--- config.mk ---
export PLATFORM = sky130hd
export DESIGN_NAME = uart_fifo_component
export DESIGN_NICKNAME = d
export VERILOG_FILES = /design/src/rtl/uart_pkg.sv /design/src/rtl/uart_sync_fifo.sv /design/src/rtl/uart_fifo_component.sv
export SDC_FILE = /design/constraint.sdc
export NUM_CORES = 1
export LEC_CHECK = 0
export BUFFER_PORTS_ARGS = -buffer_cell sky130_fd_sc_hd__buf_2
export CORE_MARGIN = 1
export CORE_UTILIZATION = 35
export CTS_CLUSTER_SIZE = 12
export DETAILED_ROUTE_END_ITERATION = 12
export GPL_TIMING_DRIVEN = 0
export REMOVE_ABC_BUFFERS = 1
export SYNTH_ARGS = -nofsm -noshare
export SYNTH_HDL_FRONTEND = slang
export SYNTH_HIERARCHICAL = 1
export SYNTH_SLANG_ARGS = --single-unit
--- constraint.sdc ---
create_clock -name clock -period 6.85 [get_ports clock]
set_clock_uncertainty 0.05 [all_clocks]
set_input_delay 0.3425 -clock clock [delete_from_list [all_inputs] [get_ports clock]]
set_output_delay 0.3425 -clock clock [all_outputs]
set_load 0.02 [all_outputs]
--- src/rtl/uart_pkg.sv ---
// rtl/uart_pkg.sv - register map, bit indices and engine states for uart_fifo_component
package uart_pkg;

    localparam logic [2:0] ADDR_CONTROL  = 3'd0;
    localparam logic [2:0] ADDR_STATUS   = 3'd1;
    localparam logic [2:0] ADDR_DATA     = 3'd2;
    localparam logic [2:0] ADDR_RX_COUNT = 3'd3;
    localparam logic [2:0] ADDR_TX_COUNT = 3'd4;

    localparam int CTRL_RX_IRQ_EN  = 0;
    localparam int CTRL_TX_IRQ_EN  = 1;
    localparam int CTRL_ERR_IRQ_EN = 2;
    localparam int CTRL_LOOPBACK   = 3;
    localparam int CTRL_FLUSH      = 7;

    localparam int STAT_RX_AVAL   = 0;
    localparam int STAT_RX_FULL   = 1;
    localparam int STAT_TX_FULL   = 2;
    localparam int STAT_TX_EMPTY  = 3;
    localparam int STAT_TX_BUSY   = 4;
    localparam int STAT_OVERRUN   = 5;
    localparam int STAT_FRAME_ERR = 6;

    typedef enum logic [1:0] {
        TX_IDLE,
        TX_START,
        TX_DATA,
        TX_STOP
    } tx_state_t;

    typedef enum logic [1:0] {
        RX_IDLE,
        RX_START,
        RX_DATA,
        RX_STOP
    } rx_state_t;

endpackage

--- src/rtl/uart_sync_fifo.sv ---
// rtl/uart_sync_fifo.sv - single-clock FIFO with flush, show-ahead head and occupancy count
module uart_sync_fifo #(
    parameter int WIDTH = 8,
    parameter int DEPTH = 16
) (
    input  logic                     clock,
    input  logic                     reset,
    input  logic                     flush,
    input  logic                     push,
    input  logic [WIDTH-1:0]         push_data,
    input  logic                     pop,
    output logic [WIDTH-1:0]         pop_data,
    output logic                     full,
    output logic                     empty,
    output logic [$clog2(DEPTH):0]   count
);

    localparam int AW = $clog2(DEPTH);

    logic [WIDTH-1:0] mem [DEPTH];
    logic [AW-1:0]    wr_ptr;
    logic [AW-1:0]    rd_ptr;
    logic             do_push;
    logic             do_pop;

    assign full  = (count == ($clog2(DEPTH)+1)'(DEPTH));
    assign empty = (count == '0);

    // A full FIFO still accepts a push when the same cycle pops a slot free.
    assign do_pop  = pop & ~empty & ~flush;
    assign do_push = push & ~flush & (~full | do_pop);

    always_ff @(posedge clock) begin
        if (!reset) begin
            wr_ptr <= '0;
            rd_ptr <= '0;
            count  <= '0;
        end else if (flush) begin
            wr_ptr <= '0;
            rd_ptr <= '0;
            count  <= '0;
        end else begin
            if (do_push) wr_ptr <= wr_ptr + 1'b1;
            if (do_pop)  rd_ptr <= rd_ptr + 1'b1;
            if (do_push && !do_pop)
                count <= count + 1'b1;
            else if (!do_push && do_pop)
                count <= count - 1'b1;
        end
    end

    always_ff @(posedge clock) begin
        if (do_push) mem[wr_ptr] <= push_data;
    end

    assign pop_data = mem[rd_ptr];

endmodule

--- src/rtl/uart_fifo_component.sv ---
// rtl/uart_fifo_component.sv - bus-mapped UART with RX/TX FIFOs, sticky errors, loopback and irq
module uart_fifo_component
    import uart_pkg::*;
#(
    parameter int         CLKS_PER_BIT = 417,
    parameter int         RX_DEPTH     = 16,
    parameter int         TX_DEPTH     = 16,
    parameter logic [2:0] COMPONENT_ID = 3'b000
) (
    input  logic       clock,
    input  logic       reset,
    input  logic       cs,
    input  logic       rd,
    input  logic       wr,
    input  logic [2:0] addr,
    input  logic [7:0] in_data,
    output logic [7:0] out_data,
    input  logic       rx_in,
    output logic       tx_out,
    output logic       irq,
    output logic [2:0] irq_id
);

    localparam int CNT_W = $clog2(CLKS_PER_BIT);
    localparam logic [CNT_W-1:0] BIT_LAST  = CNT_W'(CLKS_PER_BIT - 1);
    localparam logic [CNT_W-1:0] HALF_LAST = CNT_W'(CLKS_PER_BIT / 2 - 1);
    // The idle cycle that pops the next byte supplies the last stop-bit clock.
    localparam logic [CNT_W-1:0] STOP_LAST = CNT_W'(CLKS_PER_BIT - 2);

    logic wr_act, rd_act, wr_act_q, rd_act_q, wr_fire, rd_fire;
    logic [3:0] ctrl;
    logic flush, status_rd, tx_push, rx_pop;
    logic overrun, frame_err, overrun_set, frame_set;
    logic [7:0] rd_data;
    logic unused_in_data;

    logic rx_full, rx_empty, tx_full, tx_empty, rx_push, tx_pop, tx_busy;
    logic [7:0] rx_head, tx_head;
    logic [$clog2(RX_DEPTH):0] rx_count;
    logic [$clog2(TX_DEPTH):0] tx_count;

    tx_state_t        tx_state, tx_state_nxt;
    logic [CNT_W-1:0] tx_cnt, tx_cnt_nxt;
    logic [2:0]       tx_bit, tx_bit_nxt;
    logic [7:0]       tx_shift, tx_shift_nxt;
    logic             tx_serial, tx_serial_nxt;

    rx_state_t        rx_state, rx_state_nxt;
    logic [CNT_W-1:0] rx_cnt, rx_cnt_nxt;
    logic [2:0]       rx_bit, rx_bit_nxt;
    logic [7:0]       rx_shift, rx_shift_nxt;
    logic             rx_src, rx_meta, rx_sync, rx_sync_q;

    assign unused_in_data = ^in_data[6:4];

    assign wr_act  = ~(cs | wr);
    assign rd_act  = ~(cs | rd);
    assign wr_fire = wr_act & ~wr_act_q;
    assign rd_fire = rd_act & ~rd_act_q;

    assign flush     = wr_fire & (addr == ADDR_CONTROL) & in_data[CTRL_FLUSH];
    assign tx_push   = wr_fire & (addr == ADDR_DATA);
    assign rx_pop    = rd_fire & (addr == ADDR_DATA);
    assign status_rd = rd_fire & (addr == ADDR_STATUS);
    assign tx_busy   = (tx_state != TX_IDLE);

    always_ff @(posedge clock) begin
        if (!reset) begin
            wr_act_q <= 1'b0;
            rd_act_q <= 1'b0;
            ctrl     <= '0;
        end else begin
            wr_act_q <= wr_act;
            rd_act_q <= rd_act;
            if (wr_fire && addr == ADDR_CONTROL)
                ctrl <= in_data[3:0];
        end
    end

    uart_sync_fifo #(.WIDTH(8), .DEPTH(RX_DEPTH)) u_rx_fifo (
        .clock     (clock),
        .reset     (reset),
        .flush     (flush),
        .push      (rx_push),
        .push_data (rx_shift),
        .pop       (rx_pop),
        .pop_data  (rx_head),
        .full      (rx_full),
        .empty     (rx_empty),
        .count     (rx_count)
    );

    uart_sync_fifo #(.WIDTH(8), .DEPTH(TX_DEPTH)) u_tx_fifo (
        .clock     (clock),
        .reset     (reset),
        .flush     (flush),
        .push      (tx_push),
        .push_data (in_data),
        .pop       (tx_pop),
        .pop_data  (tx_head),
        .full      (tx_full),
        .empty     (tx_empty),
        .count     (tx_count)
    );

    always_comb begin
        rd_data = 8'h00;
        case (addr)
            ADDR_CONTROL:  rd_data = {4'b0000, ctrl};
            ADDR_STATUS:   rd_data = {1'b0, frame_err, overrun, tx_busy,
                                      tx_empty, tx_full, rx_full, ~rx_empty};
            ADDR_DATA:     rd_data = rx_empty ? 8'h00 : rx_head;
            ADDR_RX_COUNT: rd_data = 8'(rx_count);
            ADDR_TX_COUNT: rd_data = 8'(tx_count);
            default:       rd_data = 8'h00;
        endcase
    end

    always_ff @(posedge clock) begin
        if (!reset)
            out_data <= 8'h00;
        else if (rd_fire)
            out_data <= rd_data;
    end

    always_comb begin
        tx_state_nxt  = tx_state;
        tx_cnt_nxt    = tx_cnt;
        tx_bit_nxt    = tx_bit;
        tx_shift_nxt  = tx_shift;
        tx_serial_nxt = tx_serial;
        tx_pop        = 1'b0;
        case (tx_state)
            TX_IDLE: begin
                if (!tx_empty && !flush) begin
                    tx_pop        = 1'b1;
                    tx_shift_nxt  = tx_head;
                    tx_serial_nxt = 1'b0;
                    tx_cnt_nxt    = '0;
                    tx_state_nxt  = TX_START;
                end
            end
            TX_START: begin
                if (tx_cnt == BIT_LAST) begin
                    tx_cnt_nxt    = '0;
                    tx_bit_nxt    = 3'd0;
                    tx_serial_nxt = tx_shift[0];
                    tx_state_nxt  = TX_DATA;
                end else begin
                    tx_cnt_nxt = tx_cnt + 1'b1;
                end
            end
            TX_DATA: begin
                if (tx_cnt == BIT_LAST) begin
                    tx_cnt_nxt = '0;
                    if (tx_bit == 3'd7) begin
                        tx_serial_nxt = 1'b1;
                        tx_state_nxt  = TX_STOP;
                    end else begin
                        tx_shift_nxt  = {1'b0, tx_shift[7:1]};
                        tx_serial_nxt = tx_shift[1];
                        tx_bit_nxt    = tx_bit + 1'b1;
                    end
                end else begin
                    tx_cnt_nxt = tx_cnt + 1'b1;
                end
            end
            TX_STOP: begin
                if (tx_cnt == STOP_LAST) begin
                    tx_cnt_nxt   = '0;
                    tx_state_nxt = TX_IDLE;
                end else begin
                    tx_cnt_nxt = tx_cnt + 1'b1;
                end
            end
            default: tx_state_nxt = TX_IDLE;
        endcase
    end

    always_ff @(posedge clock) begin
        if (!reset) begin
            tx_state  <= TX_IDLE;
            tx_cnt    <= '0;
            tx_bit    <= '0;
            tx_shift  <= '0;
            tx_serial <= 1'b1;
        end else begin
            tx_state  <= tx_state_nxt;
            tx_cnt    <= tx_cnt_nxt;
            tx_bit    <= tx_bit_nxt;
            tx_shift  <= tx_shift_nxt;
            tx_serial <= tx_serial_nxt;
        end
    end

    assign tx_out = ctrl[CTRL_LOOPBACK] | tx_serial;
    assign rx_src = ctrl[CTRL_LOOPBACK] ? tx_serial : rx_in;

    always_ff @(posedge clock) begin
        if (!reset) begin
            rx_meta   <= 1'b1;
            rx_sync   <= 1'b1;
            rx_sync_q <= 1'b1;
        end else begin
            rx_meta   <= rx_src;
            rx_sync   <= rx_meta;
            rx_sync_q <= rx_sync;
        end
    end

    always_comb begin
        rx_state_nxt = rx_state;
        rx_cnt_nxt   = rx_cnt;
        rx_bit_nxt   = rx_bit;
        rx_shift_nxt = rx_shift;
        rx_push      = 1'b0;
        frame_set    = 1'b0;
        case (rx_state)
            RX_IDLE: begin
                if (rx_sync_q && !rx_sync) begin
                    rx_cnt_nxt   = '0;
                    rx_state_nxt = RX_START;
                end
            end
            RX_START: begin
                if (rx_cnt == HALF_LAST) begin
                    rx_cnt_nxt   = '0;
                    rx_bit_nxt   = 3'd0;
                    rx_state_nxt = rx_sync ? RX_IDLE : RX_DATA;
                end else begin
                    rx_cnt_nxt = rx_cnt + 1'b1;
                end
            end
            RX_DATA: begin
                if (rx_cnt == BIT_LAST) begin
                    rx_cnt_nxt   = '0;
                    rx_shift_nxt = {rx_sync, rx_shift[7:1]};
                    if (rx_bit == 3'd7)
                        rx_state_nxt = RX_STOP;
                    else
                        rx_bit_nxt = rx_bit + 1'b1;
                end else begin
                    rx_cnt_nxt = rx_cnt + 1'b1;
                end
            end
            RX_STOP: begin
                if (rx_cnt == BIT_LAST) begin
                    rx_cnt_nxt   = '0;
                    rx_state_nxt = RX_IDLE;
                    rx_push      = rx_sync;
                    frame_set    = ~rx_sync;
                end else begin
                    rx_cnt_nxt = rx_cnt + 1'b1;
                end
            end
            default: rx_state_nxt = RX_IDLE;
        endcase
    end

    always_ff @(posedge clock) begin
        if (!reset) begin
            rx_state <= RX_IDLE;
            rx_cnt   <= '0;
            rx_bit   <= '0;
            rx_shift <= '0;
        end else begin
            rx_state <= rx_state_nxt;
            rx_cnt   <= rx_cnt_nxt;
            rx_bit   <= rx_bit_nxt;
            rx_shift <= rx_shift_nxt;
        end
    end

    assign overrun_set = rx_push & rx_full & ~rx_pop;

    // A set in the same cycle as a STATUS read wins so no event is lost.
    always_ff @(posedge clock) begin
        if (!reset || flush) begin
            overrun   <= 1'b0;
            frame_err <= 1'b0;
        end else begin
            if (overrun_set)
                overrun <= 1'b1;
            else if (status_rd)
                overrun <= 1'b0;
            if (frame_set)
                frame_err <= 1'b1;
            else if (status_rd)
                frame_err <= 1'b0;
        end
    end

    always_ff @(posedge clock) begin
        if (!reset)
            irq <= 1'b0;
        else
            irq <= (ctrl[CTRL_RX_IRQ_EN]  & ~rx_empty)
                 | (ctrl[CTRL_TX_IRQ_EN]  & tx_empty & ~tx_busy)
                 | (ctrl[CTRL_ERR_IRQ_EN] & (overrun | frame_err));
    end

    assign irq_id = COMPONENT_ID;

endmodule

=== Yosys cells after proc, flatten, opt, wreduce, memory -nomap -nowiden ===
Memory sizes are Yosys's and may differ from the RTL's. A register that Yosys moved wholly into a read port is not among the register bits.
Cells that the tools add are included.

* Register bits: 91
* Memory bits (writable): 256
* Bits of input ports: 17
* Output and inout bits: 13
* Logic and storage cells: 213
* Memories: 2

* Add/sub/neg operators: 12
* Eq/ne operators: 30
* Multiplexer cells: 62
* Bitwise gates (word level): 42
* Reduce and logical (&&, ||, !) cells: 40

{| class="wikitable"
|+ Memories
! memory !! words !! bits a word !! read ports !! clocked after memory_dff !! write ports !! RTL line !! source
|-
| u_rx_fifo.mem || 16 || 8 || 1 || 1 || 1 || uart_sync_fifo.sv:20 || <nowiki>logic [WIDTH-1:0] mem [DEPTH];</nowiki>
|-
| u_tx_fifo.mem || 16 || 8 || 1 || 1 || 1 || uart_sync_fifo.sv:20 ||
|}

{| class="wikitable"
|+ Operators by type and width
! cell !! number
|-
| $mux 9 || 6
|-
| $pmux 9 s3 || 2
|-
| $pmux 8 s5 || 1
|-
| $mux 8 || 4
|-
| $eq 9x9->1 const B || 3
|-
| $ne 2x2->1 const B || 12
|-
| $mux 2 || 11
|-
| $and 1x1->1 || 21
|-
| $mux 5 || 4
|-
| $add 9x1->9 const B || 2
|-
| $mux 1 || 18
|-
| $mux 3 || 6
|-
| $add 4x1->4 const B || 4
|-
| $mux 4 || 4
|-
| $pmux 2 s4 || 2
|-
| $pmux 8 s2 || 1
|-
| $reduce_and 4->1 || 4
|-
| $reduce_bool 2->1 || 8
|-
| $not 1->1 || 13
|-
| $pmux 3 s2 || 2
|-
| $add 5x1->5 const B || 2
|-
| $eq 5x5->1 const B || 2
|-
| $logic_not 5->1 || 2
|-
| $reduce_and 5->1 || 2
|-
| 18 further kinds || 50
|}

=== Longest topological paths before layout ===
* Word-level depth: 17
* Depth in mapped cells: 15
* Gate-level depth less buffers: 14

=== By module ===
The synthesis kept the hierarchy.

{| class="wikitable"
|+ By module, submodules not included
! module !! times used !! cells each !! area an instance (um^2) !! seq. area each (um^2)
|-
| uart_sync_fifo at u_tx_fifo || 1 || 318 || 5836.8 || 4184.0
|-
| uart_sync_fifo at u_rx_fifo || 1 || 313 || 5769.3 || 4184.0
|-
| uart_fifo_component || 1 || 409 || 3468.3 || 1301.2
|}

=== Least setup slack after synthesis ===
Ideal clock, no wire load.

* Path kind: input to register
* Start point: in addr[0]
* End point: reg u_tx_fifo.count[4]
* Setup time: 0.087 ns
* Arrival time: 3.061 ns
* Data required time: 6.713 ns
* Setup slack: 3.652 ns
* Stages: 14
* Path buffers: 1
* Cells stage by stage: buf_2 -> or4_1 -> nor3_2 -> nand2_1 -> inv_1 -> inv_1 -> o311ai_4 -> inv_4 -> ha_1 -> fa_1 -> nand3b_1 -> a211oi_1 -> o211ai_1 -> o31ai_1

* Word-level cells in the longest chain between the ends: 14
* Elaborated cells between the ends (all ways): 22
* Classes of those cells: 1 x eq/ne; 3 x mux; 9 x bitwise; 9 x reduce/logical

{| class="wikitable"
|+ RTL lines
! item !! RTL line !! source
|-
| from (decl) || uart_fifo_component.sv:15 || <nowiki>input logic [2:0] addr,</nowiki>
|-
| $logic_not 3->1 * || uart_fifo_component.sv:61 || <nowiki>assign flush = wr_fire & (addr == ADDR_CONTROL) & in_data[CTRL_FLUSH];</nowiki>
|-
| $and 1x1->1 * (2 in series) || uart_fifo_component.sv:61 ||
|-
| via flush || uart_fifo_component.sv:32 || <nowiki>logic flush, status_rd, tx_push, rx_pop;</nowiki>
|-
| $logic_not 1->1 || uart_fifo_component.sv:135 || <nowiki>if (!tx_empty && !flush) begin</nowiki>
|-
| $logic_and 1x1->1 || uart_fifo_component.sv:135 ||
|-
| $mux 1 || uart_fifo_component.sv:135 ||
|-
| $mux 1 || uart_fifo_component.sv:133 || <nowiki>case (tx_state)</nowiki>
|-
| $and 1x1->1 (2 in series) || uart_sync_fifo.sv:30 || <nowiki>assign do_pop = pop & ~empty & ~flush;</nowiki>
|-
| $or 1x1->1 || uart_sync_fifo.sv:31 || <nowiki>assign do_push = push & ~flush & (~full | do_pop);</nowiki>
|-
| $and 1x1->1 * || uart_sync_fifo.sv:31 ||
|-
| via u_tx_fifo.do_push || uart_sync_fifo.sv:23 || <nowiki>logic do_push;</nowiki>
|-
| $logic_not 1->1 || uart_sync_fifo.sv:47 || <nowiki>else if (!do_push && do_pop)</nowiki>
|-
| $logic_and 1x1->1 || uart_sync_fifo.sv:47 ||
|-
| $reduce_bool 2->1 (no line) || n/a ||
|-
| to (signal assigned) || uart_sync_fifo.sv:46 || <nowiki>count <= count + 1'b1;</nowiki>
|-
| to (signal assigned) || uart_sync_fifo.sv:48 || <nowiki>count <= count - 1'b1;</nowiki>
|-
| to (decl) || uart_sync_fifo.sv:15 || <nowiki>output logic [$clog2(DEPTH):0] count</nowiki>
|}

Mark *: on every way through the listed nets, which the timed path passes. The rest lies on a longest branch.
A chain may end at the register's enable or synchronous reset.

=== Worst setup path in the final report ===
* Start point: reg u_tx_fifo.count[0]
* End point: reg u_tx_fifo.count[4]

* Word-level cells in the longest chain between the ends: 12
* Elaborated cells between the ends (all ways): 21
* Classes of those cells: 2 x add/sub; 1 x eq/ne; 4 x mux; 6 x bitwise; 8 x reduce/logical

{| class="wikitable"
|+ RTL lines
! item !! RTL line !! source
|-
| $logic_not 5->1 * || uart_sync_fifo.sv:27 || <nowiki>assign empty = (count == '0);</nowiki>
|-
| via tx_empty || uart_fifo_component.sv:37 || <nowiki>logic rx_full, rx_empty, tx_full, tx_empty, rx_push, tx_pop, tx_busy;</nowiki>
|-
| $logic_not 1->1 * || uart_fifo_component.sv:135 ||
|-
| $logic_and 1x1->1 * || uart_fifo_component.sv:135 ||
|-
| $mux 1 * || uart_fifo_component.sv:135 ||
|-
| $mux 1 * || uart_fifo_component.sv:133 ||
|-
| via tx_pop || uart_fifo_component.sv:37 ||
|-
| $and 1x1->1 * (2 in series) || uart_sync_fifo.sv:30 ||
|-
| $or 1x1->1 * || uart_sync_fifo.sv:31 ||
|-
| $and 1x1->1 * || uart_sync_fifo.sv:31 ||
|-
| via u_tx_fifo.do_push || uart_sync_fifo.sv:23 ||
|-
| $logic_not 1->1 || uart_sync_fifo.sv:47 ||
|-
| $logic_and 1x1->1 || uart_sync_fifo.sv:47 ||
|-
| $reduce_bool 2->1 (no line) || n/a ||
|}

Mark *: on every way through the listed nets, which the timed path passes. The rest lies on a longest branch. The select of a mux whose other input is x is not followed.

==> impl_metrics.tcl <==
set metrics [dict create \
    ys_seq_area_frac 0.641 \
    postLayoutCellArea_um2 16900 \
    diodes 0 \
    die_area_um2 43900 \
    fin_ws_ns 2.85 \
    drive_gt1_frac 0.170 \
    cts_root_buf "clkbuf_16" \
    synthCells 1040 \
    synthFlopType "edfxtp_1" \
    final_core_util 0.401 \
    crit_family "compound AO/OA/AOI/OAI gates" \
    clockBufferDepth 3 \
    grtUsageMet1 0.209 \
    crit_chain "or4_4 > nor2_1 > a31o_2 > nor2_1 > o311ai_4 > inv_4 > ha_1 > fa_1 > nand3b_1 > a211oi_1 > o211ai_1 > o31ai_1" \
    worstPathMaxFanout 13 \
    crit_buf_inv 1 \
    multi_input_area_um2 5060 \
    core-area_um2 42200 \
    synth_area_leaders "edfxtp_1 51%, dfxtp_1 13%, mux4_2 9.6%" \
    final-seq-area_um2 9670 \
    io_buffer_count 26 \
    dp_hpwl_um 20600 \
    synth_common_cells "256 x edfxtp_1, 99 x dfxtp_1, 78 x nor2_1" \
    place_ws_ns 2.88 \
    cap_violations 0 \
    ir_drop_mv 0.191 \
    cts-buffers-inserted 38 \
    nFillCells 3902 \
    hold_path.class "in -> reg" \
    hold_viol_final 0 \
    synth-async-reset-ratio 0 \
    status "finished, final reports clean" \
    use_met3 0.0211 \
    cts.sinks 355 \
    antenna_found_initial 1 \
    dr_total_vias 8629 \
    syn_area_per_cell_um2 14.5 \
    synth_seq_cells 355 \
    via_per_inst 5.30 \
    p_switching_uw 1090 \
    grt_usage 0.145 \
    yosys_warnings 6 \
    top_usage_layer "met2" \
    p_leak_uw 0.00552 \
    cts_tree "built" \
    synth_top_area_cell "edfxtp_1" \
    combPwrFrac 0.084 \
    finalWirelength_um 31500 \
    tns_ns 0 \
    drc 0 \
    crit_required_ns 7.25 \
    grt_pass1_vias 8447 \
    fp.dieW_um 210 \
    worstPathArrival_ns 4.40 \
    max_slew.worst_pin.slew_ns 1.34 \
    fmax_mhz 250 \
    drtPass1Iterations 5 \
    power.internal_uw 3580 \
    synth.most_common_cell "edfxtp_1" \
    crit_path_max_incr_delay_ns 0.79 \
    holdWs_ns 0.0309 \
    gr-total-overflow 0 \
    criticalPathCategory "reg -> reg" \
    setup-violations-final 0 \
    synth_edf_count 256 \
    initial_core_util 0.357 \
    io_pins 30 \
    startpoint_type "flip-flop" \
    antenna_left 0 \
    met2_usage 0.226 \
    grt_first_pass_wirelength_um 49200 \
    slowest_stage "o311ai_4" \
    wire_per_inst_um 19.3 \
    grt_max_degree 52 \
    nets 1111 \
    place_congestion 0.817 \
    finalCriticalPeriod_ns 4.00 \
    dpl_cell_area_um2 15700 \
    num_rows 75 \
    drv_slew 0 \
    power_frac_seq 0.502 \
    htreeDepth 2 \
    area_growth_pct 12.2 \
    cts-resized-gates 0 \
    critPathCaptureType "flip-flop" \
    path_clk_slew_ns 0.06 \
    synth.distinct_cells 75 \
    synth_top_area_frac 0.510 \
    swShare 0.234 \
    fin_crit_sh 0.584 \
    slew_headroom 0.0969 \
    fp.dieH_um 210 \
    cpMostUsedCell "nor2_1" \
    rsz0062_at_grt "false" \
    netlist_area_um2 15100 \
    clk_latency_ns 0.53 \
    p_per_area_nw_per_um2 276 \
    pwr-share-clk 0.415 \
    drt-initial-drc-count 643 \
]
## cells by family (layout without fill, tap and decap cells)
logic type      count (synthesis)  after routing  share of synthesized area
flops                         355            355                      0.641
buf+inv                        88            135                     0.0255
other cells                     1              3                   0.000249
fa+ha+maj                      35             35                     0.0300
simple gates                  294            294                      0.102
xor+xnor                       12             12                    0.00697
mux                            94             94                      0.116
compound gates                161            161                     0.0780
## power groups by stage
stage / Clock (uW) / Combinational [uW] / Sequential (uW)
finish: 1940 / 392 / 2350
global route: 2060 / 441 / 2350
CTS: 1980 / 395 / 2350
detailed placement: 0 / 393 / 2390
global placement: 0 / 384 / 2400
floorplan: 0 / 286 / 2390
## layout by cell type, fill, tap and decap left out, types with 4 or more instances in the layout
cell | netlist | layout
a31oi_1 | 8 | 8
xnor2_1 | 4 | 4
dfxtp_1 | 99 | 95
nor3_2 | 2 | 6
o211ai_1 | 7 | 7
and3_1 | 16 | 16
ha_1 | 33 | 33
nand4_1 | 6 | 6
inv_1 | 30 | 30
a22o_1 | 7 | 7
mux2i_1 | 30 | 30
clkbuf_16 | 0 | 39
xor2_1 | 8 | 8
or3_1 | 5 | 5
nor3_1 | 16 | 12
clkbuf_1 | 31 | 19
dfxtp_2 | 0 | 4
o21ai_0 | 11 | 11
nor2b_1 | 16 | 16
or4_1 | 5 | 5
nand3b_1 | 5 | 5
mux4_2 | 64 | 64
a22oi_1 | 41 | 41
nand2b_1 | 7 | 7
and2_1 | 18 | 18
nand2_1 | 62 | 62
nor2_1 | 78 | 78
nand3_1 | 31 | 31
a211oi_1 | 12 | 12
o21ai_1 | 4 | 4
edfxtp_1 | 256 | 256
a21oi_1 | 34 | 34
buf_2 | 12 | 26
## final timing paths
check | from | to | slack, ns | cells past startpoint
max | u_tx_fifo/count[0]$_SDFFE_PP0P_ | u_tx_fifo/count[4]$_SDFFE_PP0P_ | 2.85 | 12
max reg2reg | u_tx_fifo/count[0]$_SDFFE_PP0P_ | u_tx_fifo/count[4]$_SDFFE_PP0P_ | 2.85 | 12
min reg2reg | out_data[7]$_SDFFE_PN0N_ | out_data[7]$_SDFFE_PN0N_ | 0.41 | 2
min | cs | rd_act_q$_SDFF_PN0_ | 0.03 | 2
## flip-flops by register name, indices dropped and copies added, names as in the netlist, 2 cells and up, named ones only
register          cells
u_rx_fifo/count       5
tx_shift              8
u_rx_fifo/mem       128
u_tx_fifo/count       5
tx_state              2
u_rx_fifo/wr_ptr      4
rx_shift              8
rx_bit                3
out_data              8
u_tx_fifo/mem       128
ctrl                  4
tx_bit                3
u_tx_fifo/rd_ptr      4
tx_cnt                9
u_tx_fifo/wr_ptr      4
rx_cnt                9
u_rx_fifo/rd_ptr      4
## final cells by class
| class | instances | share of cell area |
|---|---|---|
| Clock buffer | 60 | 0.0635 |
| Sequential cell | 355 | 0.572 |
| Inverter | 33 | 0.00747 |
| Clock inverter | 10 | 0.00606 |
| Tap cell | 539 | 0.0399 |
| Timing Repair Buffer | 32 | 0.0121 |
| Multi-Input combinational cell | 599 | 0.299 |
## worst reg2reg max path, stage by stage (launching register included)
cell      delay (ns)
dfxtp_1         0.37
or4_4           0.58
nor2_1          0.26
a31o_2          0.27
nor2_1          0.14
o311ai_4        0.79
inv_4           0.09
ha_1            0.27
fa_1            0.40
nand3b_1        0.20
a211oi_1        0.28
o211ai_1        0.14
o31ai_1         0.08
## timing repair
| action | CTS | global route |
|---|---|---|
| hold endpoints to repair | 2 | 0 |
| hold buffers | 2 | 0 |
| buffers inserted | 0 | 0 |
## per-stage QoR
step	total power, uW	cells
3_3_place_gp	2780	1552
6_report	4680	1628
3_5_place_dp	2790	1556
5_1_grt	4850	1628
2_1_floorplan	2670	987
4_1_cts	4730	1628
## layer usage
| metal | routed length, um | vias up |
|---|---|---|
| li1 | - | 4046 |
| met1 | 14900 | 4352 |
| met2 | 14400 | 181 |
| met3 | 1410 | 50 |
| met4 | 731 | 0 |
| met5 | 0 | - |
(Power assumes the default switching activity.)
